<file path="src/rtl/orientation_pkg.sv">
// Shared types and code table for the roll/pitch orientation tracker.
// The direction encoding puts the sign in bit 1 so that DIR_NEG reads as -1.
package orientation_pkg;

    typedef enum logic [1:0] {
        DIR_NEUTRAL = 2'b00,
        DIR_POS     = 2'b01,
        DIR_NEG     = 2'b11
    } dir_t;

    typedef logic [3:0] orient_t;

    localparam orient_t ORIENT_NEUTRAL    = 4'd0;
    localparam orient_t ORIENT_UP         = 4'd1;
    localparam orient_t ORIENT_UP_RIGHT   = 4'd2;
    localparam orient_t ORIENT_RIGHT      = 4'd3;
    localparam orient_t ORIENT_DOWN_RIGHT = 4'd4;
    localparam orient_t ORIENT_DOWN       = 4'd5;
    localparam orient_t ORIENT_DOWN_LEFT  = 4'd6;
    localparam orient_t ORIENT_LEFT       = 4'd7;
    localparam orient_t ORIENT_UP_LEFT    = 4'd8;

    // Roll positive is right, pitch positive is up; the unused 2'b10 maps to neutral.
    function automatic orient_t encode_orientation(dir_t roll_dir, dir_t pitch_dir);
        orient_t code;
        case ({roll_dir, pitch_dir})
            {DIR_NEUTRAL, DIR_NEUTRAL}: code = ORIENT_NEUTRAL;
            {DIR_NEUTRAL, DIR_POS}:     code = ORIENT_UP;
            {DIR_POS,     DIR_POS}:     code = ORIENT_UP_RIGHT;
            {DIR_POS,     DIR_NEUTRAL}: code = ORIENT_RIGHT;
            {DIR_POS,     DIR_NEG}:     code = ORIENT_DOWN_RIGHT;
            {DIR_NEUTRAL, DIR_NEG}:     code = ORIENT_DOWN;
            {DIR_NEG,     DIR_NEG}:     code = ORIENT_DOWN_LEFT;
            {DIR_NEG,     DIR_NEUTRAL}: code = ORIENT_LEFT;
            {DIR_NEG,     DIR_POS}:     code = ORIENT_UP_LEFT;
            default:                    code = ORIENT_NEUTRAL;
        endcase
        return code;
    endfunction

endpackage

</file>
<file path="src/rtl/orientation_tracker_axis.sv">
// Per-axis three-state hysteresis classifier (NEUTRAL / POS / NEG).
// Compares at DATA_W+1 bits so negating ENTER_TH and the most negative sample are safe.
module axis_hysteresis
    import orientation_pkg::*;
#(
    parameter int DATA_W   = 16,
    parameter int ENTER_TH = 400,
    parameter int EXIT_TH  = 300
) (
    input  logic                     clk,
    input  logic                     rst,
    input  logic                     sample_valid,
    input  logic signed [DATA_W-1:0] raw,
    output dir_t                     dir
);

    localparam logic signed [DATA_W:0] ENTER_POS = (DATA_W+1)'(ENTER_TH);
    localparam logic signed [DATA_W:0] ENTER_NEG = -ENTER_POS;
    localparam logic signed [DATA_W:0] EXIT_POS  = (DATA_W+1)'(EXIT_TH);
    localparam logic signed [DATA_W:0] EXIT_NEG  = -EXIT_POS;

    logic signed [DATA_W:0] raw_ext;
    logic                   above_enter;
    logic                   below_neg_enter;
    logic                   below_exit;
    logic                   above_neg_exit;
    dir_t                   dir_reg;

    assign raw_ext = {raw[DATA_W-1], raw};

    // Strict comparisons: a sample sitting exactly on a threshold does not cross it.
    assign above_enter     = raw_ext > ENTER_POS;
    assign below_neg_enter = raw_ext < ENTER_NEG;
    assign below_exit      = raw_ext < EXIT_POS;
    assign above_neg_exit  = raw_ext > EXIT_NEG;

    always_ff @(posedge clk) begin
        if (rst) begin
            dir_reg <= DIR_NEUTRAL;
        end else if (sample_valid) begin
            case (dir_reg)
                DIR_NEUTRAL: begin
                    if (above_enter)
                        dir_reg <= DIR_POS;
                    else if (below_neg_enter)
                        dir_reg <= DIR_NEG;
                end
                DIR_POS: begin
                    if (below_neg_enter)
                        dir_reg <= DIR_NEG;
                    else if (below_exit)
                        dir_reg <= DIR_NEUTRAL;
                end
                DIR_NEG: begin
                    if (above_enter)
                        dir_reg <= DIR_POS;
                    else if (above_neg_exit)
                        dir_reg <= DIR_NEUTRAL;
                end
                default: dir_reg <= DIR_NEUTRAL;
            endcase
        end
    end

    assign dir = dir_reg;

endmodule

</file>
<file path="src/rtl/orientation_tracker.sv">
// Registered roll/pitch orientation tracker: per-axis hysteresis followed by a
// debounce stage that commits a code only after STABLE_SAMPLES matching samples.
module orientation_tracker
    import orientation_pkg::*;
#(
    parameter int DATA_W         = 16,
    parameter int ENTER_TH       = 400,
    parameter int EXIT_TH        = 300,
    parameter int STABLE_SAMPLES = 4
) (
    input  logic                     clk,
    input  logic                     rst,
    input  logic                     sample_valid,
    input  logic signed [DATA_W-1:0] roll_raw,
    input  logic signed [DATA_W-1:0] pitch_raw,
    output logic [3:0]               orientation,
    output logic                     orient_valid,
    output logic                     orient_changed
);

    localparam int              CW       = $clog2(STABLE_SAMPLES + 1);
    localparam logic [CW-1:0]   STABLE_C = CW'(STABLE_SAMPLES);

    logic signed [DATA_W-1:0] raw_arr [2];
    dir_t                     dir_arr [2];

    assign raw_arr[0] = roll_raw;
    assign raw_arr[1] = pitch_raw;

    generate
        for (genvar gi = 0; gi < 2; gi++) begin : g_axis
            axis_hysteresis #(
                .DATA_W   (DATA_W),
                .ENTER_TH (ENTER_TH),
                .EXIT_TH  (EXIT_TH)
            ) u_axis (
                .clk          (clk),
                .rst          (rst),
                .sample_valid (sample_valid),
                .raw          (raw_arr[gi]),
                .dir          (dir_arr[gi])
            );
        end
    endgenerate

    logic          valid_d1_reg;
    orient_t       orient_reg;
    orient_t       orient_next;
    orient_t       trk_reg;
    orient_t       trk_next;
    logic [CW-1:0] cnt_reg;
    logic [CW-1:0] cnt_next;
    logic          valid_reg;
    logic          changed_reg;
    logic          changed_next;
    orient_t       cand;

    assign cand = encode_orientation(dir_arr[0], dir_arr[1]);

    // Debounce decision for the sample whose axis states were latched last edge.
    always_comb begin
        cnt_next     = cnt_reg;
        trk_next     = trk_reg;
        orient_next  = orient_reg;
        changed_next = 1'b0;
        if (valid_d1_reg) begin
            if (cand == orient_reg) begin
                cnt_next = '0;
            end else begin
                if (cand == trk_reg) begin
                    cnt_next = cnt_reg + CW'(1);
                end else begin
                    trk_next = cand;
                    cnt_next = CW'(1);
                end
                if (cnt_next == STABLE_C) begin
                    orient_next  = cand;
                    changed_next = 1'b1;
                    cnt_next     = '0;
                end
            end
        end
    end

    always_ff @(posedge clk) begin
        if (rst) begin
            valid_d1_reg <= 1'b0;
            orient_reg   <= ORIENT_NEUTRAL;
            trk_reg      <= ORIENT_NEUTRAL;
            cnt_reg      <= '0;
            valid_reg    <= 1'b0;
            changed_reg  <= 1'b0;
        end else begin
            valid_d1_reg <= sample_valid;
            orient_reg   <= orient_next;
            trk_reg      <= trk_next;
            cnt_reg      <= cnt_next;
            valid_reg    <= valid_d1_reg;
            changed_reg  <= changed_next;
        end
    end

    assign orientation    = orient_reg;
    assign orient_valid   = valid_reg;
    assign orient_changed = changed_reg;

endmodule

</file>
<file path="config.mk">
export PLATFORM = sky130hd
export DESIGN_NAME = orientation_tracker
export DESIGN_NICKNAME = d
export VERILOG_FILES = /design/src/rtl/orientation_pkg.sv /design/src/rtl/orientation_tracker_axis.sv /design/src/rtl/orientation_tracker.sv
export SDC_FILE = /design/constraint.sdc
export NUM_CORES = 1
export LEC_CHECK = 0
export ABC_CLOCK_PERIOD_IN_PS = 1900
export BUFFER_PORTS_ARGS = -buffer_cell sky130_fd_sc_hd__buf_2
export CAP_MARGIN = 5
export CORE_UTILIZATION = 47
export CTS_BUF_LIST = sky130_fd_sc_hd__clkbuf_4 sky130_fd_sc_hd__clkbuf_8 sky130_fd_sc_hd__clkbuf_16
export DETAILED_ROUTE_END_ITERATION = 8
export GPL_ROUTABILITY_DRIVEN = 0
export PLACE_DENSITY = 0.73
export SLEW_MARGIN = 25
export SYNTH_ARGS = -nofsm -noshare
export SYNTH_HDL_FRONTEND = slang
export SYNTH_SLANG_ARGS = --single-unit
</file>
<file path="constraint.sdc">
create_clock -name clk -period 1.9 [get_ports clk]
set_input_delay 0.285 -clock clk [delete_from_list [all_inputs] [get_ports clk]]
set_output_delay 0.285 -clock clk [all_outputs]
set_load 0.005 [all_outputs]
</file>
[Word level (Yosys, flattened, before mapping)]
Memories as Yosys holds them, arrays and structs flattened.
Index checks and enable logic that the tools add are counted.
Storage, ports and cells
  register bits after elaboration: 18
  memories: 1
  latch bits: 0
  output and inout bits: 6
  RAM bits: 0
  logic and storage cells: 61
  input port bits: 35
  ROM bits: 64
Cells by class
  equal/unequal tests: 13
  $lt $le $gt $ge: 8
  bitwise logic cells: 3
  reduce and logical (&&, ||, !) cells: 7
  $add $sub $neg: 1
  shifts and indexed selects: 0
  multiplexer cells: 20
  multiply operators: 0
  div/mod/pow operators: 0
Memory list
  (name not given): depth 16, width 4, read ports 1, clocked after memory_dff 0, write ports 0, RTL line orientation_pkg.sv:26  | case ({roll_dir, pitch_dir})
Operators by type and width (count)
  $gt 16x10->1 const B: 4
  $lt 16x10->1 const B: 4
  $mux 2: 12
  $ne 3x1->1 const B: 6
  $mux 3: 5
  $pmux 2 s3: 2
  $eq 4x4->1: 2
  $reduce_and 4->1: 2
  $reduce_and 3->1: 2
  $eq 2x1->1 const B: 2
  $eq 2x2->1 const B: 2
  $logic_not 2->1: 2
  $add 3x1->3 const B: 1
  $eq 3x3->1 const B: 1
  $not 1->1: 3
  $reduce_or 3->1: 1
  $mux 1: 1

[Depth between registers and ports, before layout]
An unclocked memory read counts as a cell.
  word-level depth: 8
  depth in mapped cells: 9
  mapped depth without buffers: 8

[By module]
From an unflattened synthesis, not the netlist that was laid out.
Second synthesis, totals
  cells, all modules: 179
  area, all modules: 1507.7 µm²
Modules (own cells, without submodules)
  orientation_tracker: times used 1, seq. area each 280.3 µm², cells each 99, area an instance 849.6 µm²
  axis_hysteresis: times used 2, seq. area each 40.0 µm², cells each 40, area an instance 329.1 µm²

[Worst setup path before layout]
No wires, ideal clock.
  kind: reg2reg
  start point: register g_axis[1].u_axis.dir_reg[0]
  end point: register trk_reg[1]
  data required time: 1.771 ns
  stages on the path, launching flop included: 10
  clock period less this slack: 2.043 ns
  setup time: 0.129 ns
  buffers on the path: 1
  arrival: 1.914 ns
  setup slack: -0.143 ns
  cells stage by stage: dfxtp_1 inv_1 ha_1 mux2i_1 nand2_1 xnor2_1 a41oi_1 buf_2 mux2i_1 nor2_1
Between the ends
  word-level cells in the longest chain between the ends: 4
  elaborated cells between the ends (all ways): 6
  those cells by class: eq/ne: 2; bitwise: 2; reduce/logical: 1; memory: 1
RTL lines
  from (decl): RTL line orientation_tracker_axis.sv:27  | dir_t dir_reg;
  from (signal assigned): RTL line orientation_tracker_axis.sv:39  | dir_reg <= DIR_NEUTRAL;
  from (signal assigned): RTL line orientation_tracker_axis.sv:44  | dir_reg <= DIR_POS;
  from (signal assigned): RTL line orientation_tracker_axis.sv:46  | dir_reg <= DIR_NEG;
  $mem_v2 16x4 *
  $eq 4x4->1, on equally long branches: RTL line orientation_tracker.sv:70, orientation_tracker.sv:67
  $not 1->1 (no line)
  $reduce_and 3->1 (no line)
  to (signal assigned): RTL line orientation_tracker.sv:96  | trk_reg <= trk_next;
  to (decl): RTL line orientation_tracker.sv:49  | orient_t trk_reg;
Mark *: on every way between the ends. The rest lies on a longest branch, timed or not.
A chain may end at the register's enable or synchronous reset.

[Final worst setup path]
  start point: register g_axis[1].u_axis.dir_reg[0]
  end point: register orient_reg[0] (netlist: orientation[0])
Between the ends
  word-level cells in the longest chain between the ends: 7
  elaborated cells between the ends (all ways): 9
  those cells by class: eq/ne: 3; mux: 3; bitwise: 1; reduce/logical: 1; memory: 1
RTL lines
  $mem_v2 16x4 *
  $eq 4x4->1: RTL line orientation_tracker.sv:70  | if (cand == trk_reg) begin
  $mux 3: RTL line orientation_tracker.sv:70
  $mux 3: RTL line orientation_tracker.sv:67  | if (cand == orient_reg) begin
  $mux 3: RTL line orientation_tracker.sv:66  | if (valid_d1_reg) begin
  $eq 3x3->1: RTL line orientation_tracker.sv:76  | if (cnt_next == STABLE_C) begin
  $reduce_and 3->1 (no line)
  to (signal assigned): RTL line orientation_tracker.sv:95  | orient_reg <= orient_next;
  to (decl): RTL line orientation_tracker.sv:47  | orient_t orient_reg;
Mark *: on every way between the ends. The rest lies on a longest branch, timed or not. The select of a mux whose other input is x is not followed.

==> out/metrics.cfg <==
[timing]
maxSlewViolCount = 0
period_needed_ns = 2.11
period_share = 1.11
clock_skew_ns = 0.00403
slew_headroom = 0.696
finalWorstSetupSlack_ns = -0.214
tns_ns = -1.57
setup_violations = 14
rsz0062_at_grt = true
hold_viol = 0
worst_slew_pin_slew_ns = 0.456
max_freq_mhz = 473

[finish]
diodes = 0
final_common_cell = buf_2
drive_gt1_frac = 0.489
nNetsFinal = 304
area_delta_synth_final_pct = 54.7
ff_latch_area_um2 = 369
final_cell_mix = buf_2, buf_4, nor2_1, dfxtp_1, nand2_1
fillerInstances = 186
multi_input_comb_area_um2 = 1200
fin_area_um2 = 2200

[routing]
postRouteAntennaNets = 0
wl_met2_um = 2400
drc = 4
finalWirelength_um = 4790
top_layer = met4
wl_met1_um = 2050
firstDrtPassIters = 6
num_vias = 1796
via_per_inst = 6.13
drt-initial-drc-count = 129
wl_met3_um = 274
wire_per_inst_um = 16.3

[global_routing]
grt_max_degree = 22
grt-ovfl-total = 0
grt_pass1_wl_um = 7220
grt_pass1_vias = 1651
antenna_found_initial = 0
grt_util_all_layers = 0.277

[clocking]
cts_buffers = 3
clkTransAtPathRegs_ns = 0.11
cts_root_buf = clkbuf_4
postCtsHoldBufs = 0
cts_tree = yes
clkLatencyLatePin_ns = 0.30
cts.sinks = 18
cts_buffer_depth = 2
h-tree-depth = 1

[floorplanning]
fp.dieH_um = 57.1
core_region_area_um2 = 2810
dieArea_um2 = 3260
fp-row-count = 19
io_pins = 41
initial_core_util = 0.508
die_width_um = 57.1

[synth]
syn_area_um2 = 1430
ys_seq_elements = 18
syn-num-nets = 224
netlist_instances = 183
async_reset_ff_frac = 0
ys_dominant_reg_cell = dfxtp_1
syn_avg_cell_area_um2 = 7.79
synth_seq_area_share = 0.253
yosysWarnings = 0
ys_types = 55
synth_edf_count = 0

[placed_design]
hpwl_um = 3130
numPortBuffers = 40
placed_area_um2 = 1910

[setup_path]
arrival_ns = 2.32
crit_type = flop to flop
cp_max_fo = 4
required_ns = 2.10
critPathSlowestCell = dfxtp_4
cp_cell_sequence = buf_6 -> buf_4 -> nor3b_2 -> a21oi_2 -> xor2_1 -> nand4_1 -> nand2_2 -> mux2_4
critPathMaxStageDelay_ns = 0.39
critPathLaunchType = flop
ff2ff_path_depth = 8
cp-end-kind = flop

[run]
max_cap_viol_count = 0

[power_and_ir_drop]
leakage_uw = 0.000986
powerDensity_nw_per_um2 = 548
ir_worst_vdd_v = 0.000503

[run_status]
status = finished, violations left
violations = design-rule violations, negative setup slack

[hold_path]
hp-class = input port to flop
hold_depth = 3

-- cell families (layout without fill, tap and decap cells) --
family / count (synthesis) / count (layout) / share of synthesized area
buffers and inverters: 18 / 97 / 0.0509
muxes: 5 / 5 / 0.0360
xor gates and xnor gates: 8 / 8 / 0.0492
adders and majority gates: 6 / 6 / 0.0527
AOI/OAI and AO/OA: 54 / 54 / 0.279
DFF: 18 / 18 / 0.253
and+or+nand+nor: 74 / 74 / 0.279
-- per-layer routing --
layer | track usage | up-vias
li1 | - | 846
met1 | 0.341 | 858
met2 | 0.509 | 79
met3 | 0.0476 | 13
met4 | 0.0523 | 0
met5 | 0 | -
-- worst max-delay path: cells and delay by family, from the launching register on --
family          cells  cell delay (ns)
buf+inv             2             0.27
compound gates      1             0.18
xor+xnor            1             0.29
flops               1             0.39
simple gates        3             0.59
mux                 1             0.30
-- Yosys cell counts, types with 3 or more instances --
cell type | n | area share
a211o_1 | 3 | 0.018
a211oi_1 | 3 | 0.016
a21oi_1 | 11 | 0.039
a311oi_1 | 3 | 0.018
a31oi_1 | 4 | 0.018
clkbuf_1 | 4 | 0.011
dfxtp_1 | 18 | 0.25
ha_1 | 6 | 0.053
inv_1 | 12 | 0.032
mux2i_1 | 4 | 0.028
nand2_1 | 17 | 0.045
nand4_1 | 6 | 0.026
nor2_1 | 19 | 0.050
nor2b_1 | 5 | 0.022
nor3_1 | 4 | 0.014
nor4_1 | 3 | 0.013
o211ai_1 | 4 | 0.021
o21ai_0 | 4 | 0.014
o31ai_1 | 3 | 0.016
xnor2_1 | 3 | 0.018
xor2_1 | 5 | 0.031
-- worst paths after layout --
kind | start | slack [ns] | endpoint
setup / recovery | g_axis[1].u_axis.dir[0] | -0.21 | orientation[0]
hold / removal | sample_valid | 0.33 | g_axis[0].u_axis.dir[1]
setup reg to reg | g_axis[1].u_axis.dir[0] | -0.21 | orientation[0]
hold reg to reg | cnt_reg[1] | 0.46 | cnt_reg[1]
-- metrics by stage --
| step | power, uW | utilization | hold slack (ns) | std cells | setup slack, ns |
|---|---|---|---|---|---|
| global route | 1260 | 0.786 | 0.343 | 293 | -0.234 |
| global placement | 796 | 0.681 | 0.430 | 276 | -0.138 |
| floorplan | 645 | - | 0.401 | 183 | 0.00210 |
| CTS | 1110 | 0.751 | 0.335 | 289 | -0.0557 |
| finish | 1210 | 0.786 | 0.333 | 293 | -0.214 |
| detailed placement | 815 | 0.681 | 0.440 | 276 | -0.213 |
-- area by class of cell --
type | count | area share
Multi-Input combinational cell | 147 | 0.546
Timing Repair Buffer | 81 | 0.233
Sequential cell | 18 | 0.167
Inverter | 12 | 0.0227
Tap cell | 31 | 0.0176
Clock buffer | 4 | 0.0136
-- timing repair --
action | 4_1_cts | 5_1_grt
pin swaps | 12 | 13
gates resized for setup | 23 | 15
gates cloned | 1 | 0
endpoints found under the setup margin | 14 | 14
setup buffers | 9 | 4
endpoints found under the hold margin | 0 | 0
-- report_power, final --
part	total, uW	internal [uW]	switching, uW
Sequential	425	397	28.2
Clock	222	96.1	126
Combinational	562	281	280
Note: power is estimated with default switching activity, not from simulation.
